[config.mk]
export PLATFORM = sky130hd
export DESIGN_NAME = csa_accumulator_ctrl
export DESIGN_NICKNAME = d
export VERILOG_FILES = /design/src/rtl/csa_accumulator_ctrl.sv
export SDC_FILE = /design/constraint.sdc
export NUM_CORES = 1
export LEC_CHECK = 0
export ABC_AREA = 1
export BUFFER_PORTS_ARGS = -buffer_cell sky130_fd_sc_hd__buf_2
export CAP_MARGIN = 5
export CORE_ASPECT_RATIO = 1.5
export CORE_MARGIN = 3
export CORE_UTILIZATION = 50
export DETAILED_ROUTE_END_ITERATION = 8
export GPL_TIMING_DRIVEN = 0
export PLACE_DENSITY_LB_ADDON = 0.2
export SYNTH_ARGS = -nofsm -noshare
export SYNTH_HDL_FRONTEND = slang
export SYNTH_SLANG_ARGS = --single-unit
[constraint.sdc]
create_clock -name clk -period 3.4 [get_ports clk]
set_input_delay 0.34 -clock clk [delete_from_list [all_inputs] [get_ports clk]]
set_output_delay 0.34 -clock clk [all_outputs]
set_load 0.01 [all_outputs]
[src/rtl/csa_accumulator_ctrl.sv]
// csa_accumulator_ctrl: carry-save accumulator of num_ops operands per job; define CSA_ACCUM_SIGNED_EN for two's-complement operands
module csa_accumulator_ctrl #(
  parameter int width = 8,
  parameter int num_ops = 4,
  localparam int aw = width + $clog2(num_ops)
) (
  input  logic             clk,
  input  logic             rst,
  input  logic             start,
  input  logic             op_valid,
  input  logic [width-1:0] op_data,
  output logic             op_ready,
  output logic             busy,
`ifdef CSA_ACCUM_SIGNED_EN
  output logic signed [aw-1:0] result,
`else
  output logic [aw-1:0]    result,
`endif
  output logic             result_valid,
  input  logic             result_ready
);
  localparam int cw = $clog2(num_ops + 1);
  typedef enum logic [1:0] {IDLE, ACCUM, RESOLVE, DONE} state_t;
  state_t state;
  logic [aw-1:0] s, c, x, s_n, c_n;
  logic [cw-1:0] cnt;
  logic last;
`ifdef CSA_ACCUM_SIGNED_EN
  assign x = {{(aw-width){op_data[width-1]}}, op_data};
`else
  assign x = {{(aw-width){1'b0}}, op_data};
`endif
  assign s_n = s ^ c ^ x;
  assign c_n = ((s & c) | (s & x) | (c & x)) << 1;
  assign last = cnt == cw'(num_ops - 1);
  // job sequencing; op_ready/busy/result_valid are registered alongside the state
  always_ff @(posedge clk)
    if (rst) begin
      state <= IDLE;
      s <= '0;
      c <= '0;
      cnt <= '0;
      result <= '0;
      op_ready <= 1'b0;
      busy <= 1'b0;
      result_valid <= 1'b0;
    end else begin
      case (state)
        IDLE: if (start) begin
          s <= '0;
          c <= '0;
          cnt <= '0;
          state <= ACCUM;
          op_ready <= 1'b1;
          busy <= 1'b1;
        end
        ACCUM: if (op_valid) begin
          s <= s_n;
          c <= c_n;
          cnt <= cnt + 1'b1;
          if (last) begin
            state <= RESOLVE;
            op_ready <= 1'b0;
          end
        end
        RESOLVE: begin
          result <= s + c;
          state <= DONE;
          result_valid <= 1'b1;
        end
        DONE: if (result_ready) begin
          state <= IDLE;
          result_valid <= 1'b0;
          busy <= 1'b0;
        end
        default: state <= IDLE;
      endcase
    end
endmodule

* Yosys cells after proc, flatten, opt, wreduce, memory -nomap -nowiden
Cells that the tools add are included.
** Word-level totals
- Bits in registers :: 38
- Output and inout bits :: 13
- Word-level logic and storage cells :: 54
** Operators by class
- $add $sub $neg :: 2
- Equal/unequal tests :: 8
- Mux-type cells :: 20
- Bitwise logic cells :: 7
- Reduce and logical (&&, ||, !) cells :: 9
** Operators with widths (number)
- $pmux 10 s2 :: 2
- $mux 10 :: 3
- $and 9x8->9 :: 2
- $or 9x9->9 :: 2
- $add 10x10->10 :: 1
- $xor 10x10->10 :: 1
- $xor 10x8->10 :: 1
- $and 9x9->9 :: 1
- $mux 2 :: 4
- $ne 2x2->1 const B :: 4
- $pmux 2 s4 :: 1
- $reduce_and 4->1 :: 2
- $mux 3 :: 2
- $pmux 1 s2 :: 3
- $pmux 3 s2 :: 1
- $reduce_and 3->1 :: 2
- $reduce_bool 2->1 :: 3
- $eq 2x2->1 const B :: 2
- $mux 1 :: 4
- $add 3x1->3 const B :: 1
- $eq 3x2->1 const B :: 1
- $eq 2x1->1 const B :: 1
- $logic_not 2->1 :: 1
- $reduce_and 2->1 :: 1

* Depth between registers and ports, before layout
- Depth after elaboration :: 5
- Depth in mapped cells :: 12
- Depth with buffers taken out :: 12

* Worst setup path after synthesis
No wires, ideal clock.
- Path type :: register to register
- From :: reg c[1]
- To :: reg result[5]
- Library setup time :: 115 ps
- Data arrival time :: 1476 ps
- Required time :: 3285 ps
- Slack :: 1809 ps
- Cell stages (with the launch flop) :: 11
- Path buffers :: 0
- Cells stage by stage :: dfxtp_1 > ha_1 > inv_1 > fa_1 > inv_1 > nand2_1 > nand2_1 > nand2_1 > xnor2_1 > o21ai_0 > inv_1
** Between the ends
- Longest elaborated chain between the ends :: 1
** RTL lines
- from (decl) :: RTL line 25 : logic [aw-1:0] s, c, x, s_n, c_n;
- from (signal assigned) :: RTL line 59 : c <= c_n;
- $add 10x10->10 :: RTL line 67 : result <= s + c;
- to (signal assigned) :: RTL line 67
- to (decl) :: RTL line 17 : output logic [aw-1:0] result,
Every way passes these cells.
A chain may end at the register's enable or synchronous reset.

* Final worst setup path
Ends and elaborated chain as after synthesis.

==> metrics.yaml <==
status:
  outcome: "finished clean"
final_layout:
  fin_nets: 340
  drive_gt1_share_pct: 14.9
  multi_input_area_um2: 1100
  final_cell_mix: "77 x nand2_1, 37 x dfxtp_1, 33 x inv_1"
  diodes: 0
  ff_latch_area_um2: 741
  layout.filler_cells: 382
  syn2layout_area_growth_pct: 13.0
  fin_cells: 346
  postLayoutCellArea_um2: 2300
  fin_util_pct: 60.9
  final_common_cell: "nand2_1"
place:
  gp_congestion: 0.784
  place_area_um2: 2220
  dpl.cell_count: 339
  place_hpwl_mm: 3.20
  buffer_ports.inserted: 25
cts:
  root_buffer: "clkbuf_8"
  cts_tree: "yes"
  clock_latency_ns: 0.29
  cts_resized: 0
  cts_made_buffers: 5
  cts.sinks: 37
  post_cts_buffers: 0
  clk_pin_slew_worst_paths_ns: 0.07
  cts_hold_buf: 0
  clock_path_buffers: 2
  htreeDepth: 2
worst_setup_path:
  critical_path.max_stage_delay_ns: 0.39
  rrSetupSlack_ns: 1.68
  reg2reg_from: "c[1]"
  critPathSlowestCell: "dfxtp_1"
  worst_setup_path_start_kind: "flop"
  crit_path_end_kind: "flop"
  crit_family: "adder cells"
  crit_buf_inv: 3
  worstReg2RegEnd: "result[5]"
  cp_cell_sequence: "ha_1 -> inv_1 -> fa_1 -> inv_1 -> nand2_1 -> nand2_1 -> nand2_1 -> xnor2_1 -> o21ai_0 -> inv_1"
  path_class: "flop to flop"
  path_max_fanout: 3
  r2r.worst_path.cells: 10
  cp_data_required_time_ns: 3.58
  arrival_ns: 1.90
global_route:
  antenna_found_initial: 0
  grt_max_degree: 11
  grt_usage_pct: 19.1
  grt_overflow_total: 0
  grt_pass1_vias: 1720
  grt_pass1_wl_mm: 7.33
timing:
  max-slew-margin-rel_pct: 62.5
  timing.fmax_mhz: 582
  finalHoldViolCount: 0
  skew_ns: 0.00488
  setup_viol: 0
  timing.final.crit_period_ns: 1.72
  maxSlewViolCount: 0
  rsz0062_at_grt: "no"
  worst_slew_pin_slew_ns: 0.563
  tns_ns: 0
  period_share_pct: 50.5
run:
  maxCapViolCount: 0
synthesis:
  syn-mean-instance-area_um2: 7.52
  async_flop_share_pct: 0
  syn_nets: 308
  yosysTopAreaCell: "dfxtp_1"
  yosysWarnings: 0
  synth_area_leaders: "dfxtp_1 36%, nand2_1 14%, ha_1 9.8%"
  syn_area_um2: 2040
  yosys_most_used_dff: "dfxtp_1"
  synth-seq-area-share_pct: 36.3
  ys_types: 23
  synth_edf_count: 0
  synthCells: 271
  synth_top_cell_area_share_pct: 36.3
  ys_seq_elements: 37
hold_path:
  min_path_type: "primary input to flop"
  hold_path_end: "result_valid"
  min_path_cells: 4
  hold_start: "result_ready"
floorplan:
  die_y_um: 84.2
  num_rows: 27
  ios: 26
  start_util_pct: 53.9
  die_w_um: 58.1
  core_area_um2: 3780
  die-area_um2: 4890
drt:
  vias_per_cell: 4.95
  num_vias: 1711
  drcViolationCount: 0
  drtAntennaViolNets: 0
  drt_first_pass_iters: 4
  wl_per_cell_um: 11.9
  drt_iter0_markers: 56
  wirelength_mm: 4.11
pwr:
  p_leak_nw: 1.13
  peakVddDrop_uv: 432
  power_density_nw_per_um2: 652
-- layout make-up --
type	count	area share, %
Clock buffer	7	3.75
Inverter	36	5.87
Timing Repair Buffer	25	5.43
Sequential cell	37	32.2
Multi-Input combinational cell	189	47.9
Tap cell	43	2.34
Buffer	9	2.55
-- cells in the mapped netlist, drive strengths merged, types with 2 or more instances --
| library cell | count |
|---|---|
| nand3 | 10 |
| dfxtp | 37 |
| or2 | 2 |
| buf | 6 |
| ha | 16 |
| o21ai | 11 |
| nand3b | 2 |
| inv | 36 |
| xnor2 | 4 |
| a21oi | 29 |
| nor2 | 26 |
| fa | 8 |
| nand2 | 77 |
| clkbuf | 3 |
-- per-layer routing --
metal  up-vias  routed length [um]  GRT usage, %
met3         8                 167          3.85
met4         0                 101          7.38
met2        29                2070          34.4
met1       771                1770          21.4
li1        903                   -             -
met5         -                   0             0
-- flip-flops by register name, summed over array words and instances, names as in the netlist --
| name | cells |
|---|---|
| busy | 1 |
| c | 9 |
| cnt | 3 |
| op_ready | 1 |
| result | 10 |
| result_valid | 1 |
| s | 10 |
| state | 2 |
-- power breakdown --
group          switching, mW  internal [mW]  total (mW)
Combinational          0.373          0.238       0.611
Sequential            0.0572          0.522       0.579
Clock                  0.150          0.161       0.311
Total                  0.581          0.921        1.50
-- cell families after synthesis --
logic type / count (synthesis) / synth area share, %
adder cells (fa/ha/maj): 24 / 17.7
AO/OA/AOI/OAI: 44 / 12.0
XOR/XNOR: 4 / 1.72
AND/OR/NAND/NOR: 117 / 22.8
buffers and inverters: 45 / 9.51
flip-flops: 37 / 36.3
-- stage by stage --
| step | hold slack, ns | total power, mW | worst slack (ns) |
|---|---|---|---|
| after floorplan | 0.428 | 1.02 | 1.81 |
| after global placement | 0.445 | 1.19 | 1.70 |
| after detailed placement | 0.457 | 1.21 | 1.67 |
| after CTS | 0.376 | 1.52 | 1.66 |
| after global routing | 0.447 | 1.64 | 1.43 |
| final | 0.376 | 1.50 | 1.68 |
-- worst min-delay path, cell delays in order --
cell and delay (ns):
buf_2 0.11, nand2_1 0.06, a22oi_1 0.05, nor2_1 0.07
-- worst max path at each step --
stage                     from        end  slack, ns  cells past startpoint
after floorplan           c[1]  result[5]       1.81                     10
after global placement    c[1]  result[5]       1.70                     10
after detailed placement  c[1]  result[5]       1.67                     10
after CTS                 c[1]  result[5]       1.66                     10
after global routing      c[1]  result[5]       1.43                     10
final                     c[1]  result[5]       1.68                     10
Power figures use the tool's default switching activity.
